===== src/rtl/adder_4bits.sv =====
// Registered ripple-carry adder with carry-in. It produces sum, carry-out and signed overflow.
// The outputs update on every rising clock edge. Reset is synchronous and active-high.
module adder_4bits #(
   parameter int WIDTH = 4
) (
   input  logic             clk,
   input  logic             rst,
   input  logic [WIDTH-1:0] A,
   input  logic [WIDTH-1:0] B,
   input  logic             cin,
   output logic [WIDTH-1:0] Sum,
   output logic             cout,
   output logic             overflow
);

   logic [WIDTH:0]   carry;
   logic [WIDTH-1:0] sum_d;
   logic             cout_d;
   logic             ovf_d;

   logic [WIDTH-1:0] sum_q;
   logic             cout_q;
   logic             ovf_q;

   // NOTE: the carry chain is built in a single always_comb block using blocking assignments.
   // Each stage reads the carry that the previous iteration just wrote.
   // Every variable gets a default first, so no latch is inferred.
   always_comb begin
      carry    = '0;
      sum_d    = '0;
      carry[0] = cin;
      for (int i = 0; i < WIDTH; i++) begin
         sum_d[i]   = A[i] ^ B[i] ^ carry[i];
         carry[i+1] = (A[i] & B[i]) | (carry[i] & (A[i] ^ B[i]));
      end
      cout_d = carry[WIDTH];
      // Signed overflow: the carry into the sign bit disagrees with the carry out of it.
      ovf_d  = carry[WIDTH] ^ carry[WIDTH-1];
   end

   // NOTE: state registers use non-blocking assignments only.
   // Reset takes priority, and the operands presented on a reset edge are dropped.
   always_ff @(posedge clk) begin
      if (rst) begin
         sum_q  <= '0;
         cout_q <= 1'b0;
         ovf_q  <= 1'b0;
      end else begin
         sum_q  <= sum_d;
         cout_q <= cout_d;
         ovf_q  <= ovf_d;
      end
   end

   assign Sum      = sum_q;
   assign cout     = cout_q;
   assign overflow = ovf_q;

endmodule


===== config.mk =====
export PLATFORM = sky130hd
export DESIGN_NAME = adder_4bits
export DESIGN_NICKNAME = d
export VERILOG_FILES = /design/src/rtl/adder_4bits.sv
export SDC_FILE = /design/constraint.sdc
export NUM_CORES = 1
export LEC_CHECK = 0
export BUFFER_PORTS_ARGS = -buffer_cell sky130_fd_sc_hd__buf_2
export CORE_AREA = 2 2 39 41
export DETAILED_ROUTE_END_ITERATION = 16
export DIE_AREA = 0 0 41 43
export PLACE_DENSITY_LB_ADDON = 0.25
export SETUP_SLACK_MARGIN = 0.4
export SYNTH_ARGS = -nofsm -noshare
export SYNTH_HDL_FRONTEND = slang
export SYNTH_SLANG_ARGS = --single-unit

===== constraint.sdc =====
create_clock -name clk -period 2.5 [get_ports clk]
set_input_delay 0.5 -clock clk [delete_from_list [all_inputs] [get_ports clk]]
set_output_delay 0.5 -clock clk [all_outputs]
set_load 0.05 [all_outputs]

==> reports/qor.txt <==
Run status - complete, no violations
Leakage power - 0.211 nW
Syn_nets - 39
Clock Tree Root - clkbuf_4
Core area - 1380 sq um
Critical Path Sink Type - register
Crit Path Class - input port to register
Sink Count - 6
Worst Path Arrival - 2210 ps
Ant. Diodes - 0
Highest Clock Rate - 493 MHz
Cts hold-fix bufs - 0
Largest area contributor in the netlist - dfxtp_1
Vias - 204
Avg Vias per Cell - 3.46
Crit path to - Sum[3]$_SDFF_PP0_
TritonCTS Buffers - 3
Net Sw Power - 0.0919 mW
Yosys Warn Count - 0
Netlist cell types - 6
Total power - 0.280 mW
Leading cell types by count after synthesis - inv_1, dfxtp_1, fa_1, nor2_1, nor2b_1
Worst EP required - 2680 ps
GP Congestion - 0.543
Setup_tns - 0 ps
Die Wd - 41 um
Reg power frac - 0.390
Post-CTS Setup Inserts - 0
Share of cells above drive strength 1 - 0.581
Mapped Area - 263 sq um
Register area share after synthesis - 0.457
Critical-path cell list - buf_6 -> fa_2 -> inv_2 -> fa_2 -> inv_2 -> fa_2 -> inv_2 -> fa_1 -> nor2_1
Largest net degree at the start of global routing - 7
Worst hold-check path type - input port to register
Met3 Use GR - 0
Busiest grt layer - met4
Overflow left after global routing - 0
Final Hold Fails - 0
Clk buf depth - 2
Slowest stage cell, crit path - fa_2
Rows - 14
Die height - 43 um
Post-place setup slack - 222 ps
Final setup viols - 0
Cell Pwr Density - 702 nW/um^2
Final Routed Wirelength - 386 um
Die Area - 1760 sq um
Met2 GRT Util - 0.0750
Slew HR - 0.834
Cell-internal power - 0.188 mW
Mapped Avg Cell Area - 10.9 sq um
Clk pin slew, worst setup/hold paths - 40 ps
I/O pin cnt - 17
Remaining DRCs - 0
Worst slew pin tran - 250 ps
Synth area leaders - dfxtp_1, fa_1, inv_1, nor2_1, nor2b_1
Main synth FF type - dfxtp_1
Starting Density - 0.190
Top fanout value on the critical path - 2
Setup WS post-layout - 471 ps
FF+latch count, synth - 6
Peak per-stage delay on the critical path - 400 ps
P&R area growth vs syn - 51.9%
Post-CTS Resized - 0
Max-Cap Viols - 0
Clock power share - 0.301
Vias in the first global route - 181
Initial antenna violation count - 0
Sw Ratio - 0.328
Slew Viols, Final - 0
WL/cell - 6.54 um
H-tree depth - 1
CTS tree - done
Leading cell type by number of instances after synthesis - inv_1
Crit path launch - cin
# port buffers - 16
Startpoint types - input port
GRT Total Usage - 0.0536
Mapped Cells - 24
First-pass GRT wire length - 538 um
Post-synth EDFFs - 0
Routed Antenna Nets - 0
DR iter-0 viols - 1
Placed Instances - 56
Ys async rst share - 0
Logic gate share of total power - 0.309
RSZ-0062 raised after global routing - yes
Hpwl dp - 342 um
Fin cells - 59
Met1 usage - 0.0362
Worst vdd ir - 0.114 mV
Final Cycle Share - 0.812
First drt pass iteration count - 2
Post-synth top area share - 0.457
Tmin final - 2030 ps
Nets - 60
## cell type report
type                    instances  area, sq um
fillers                       162          985
multi-input cells              11          124
flip-flops and latches          6          120
repair buffers                 16         86.3
inverters                       7         26.3
clock buffers                   3         22.5
well taps                      16         20.0
## worst max-delay path: cells and delay by family
kind          cells  cell delay, ps
fa+ha+maj         4            1360
buf+inv           4             260
simple gates      1              80
## flip-flops by register name (all words and copies together) (netlist names)
signal and flops:
cout 1, Sum 4, overflow 1
## cell usage in the layout (no fill, tap or decap), drive strengths merged
cell	n
fa	4
inv	7
clkbuf	3
nor2b	2
buf	16
dfxtp	6
xor2	1
nor2	4
## metal layers
metal / up-vias / share of wire
met5: - / 0
met4: 0 / 0
met3: 0 / 0.13
met2: 10 / 0.54
met1: 91 / 0.33
li1: 103 / -
## per-stage QoR
| step | cell area, sq um | util | hold slack, ps |
|---|---|---|---|
| final | 399 | 0.288 | 486 |
| after global routing | 399 | 0.288 | 493 |
| after CTS | 388 | 0.280 | 477 |
| after detailed placement | 365 | 0.264 | 735 |
| after global placement | 365 | 0.264 | 733 |
| after floorplan | 265 | - | 567 |
## worst min path at each step
| stage | startpoint | endpoint | cells past startpoint |
|---|---|---|---|
| 3_5_place_dp | rst | Sum[3]$_SDFF_PP0_ | 2 |
| 6_report | rst | Sum[1]$_SDFF_PP0_ | 2 |
| 5_1_grt | rst | Sum[1]$_SDFF_PP0_ | 2 |
| 3_3_place_gp | rst | Sum[3]$_SDFF_PP0_ | 2 |
| 4_1_cts | rst | Sum[3]$_SDFF_PP0_ | 2 |
| 2_1_floorplan | rst | Sum[1]$_SDFF_PP0_ | 1 |
## logic make-up (layout without fill, tap and decap cells)
| logic type | Yosys count | count (layout) | share of synthesized area |
|---|---|---|---|
| and+or+nand+nor | 6 | 6 | 0.105 |
| DFF | 6 | 6 | 0.457 |
| adders and majority gates | 4 | 4 | 0.305 |
| xor gates and xnor gates | 1 | 1 | 0.0333 |
| buffers and inverters | 7 | 26 | 0.100 |
## power groups by stage
stage	registers (mW)	clock network (mW)	logic, mW
final	0.109	0.0842	0.0866
after CTS	0.109	0.0913	0.0858
after detailed placement	0.111	0	0.0857
after global routing	0.110	0.0904	0.0972
after global placement	0.111	0	0.0853
after floorplan	0.151	0	0.0211
Power figures use the tool's default switching activity.
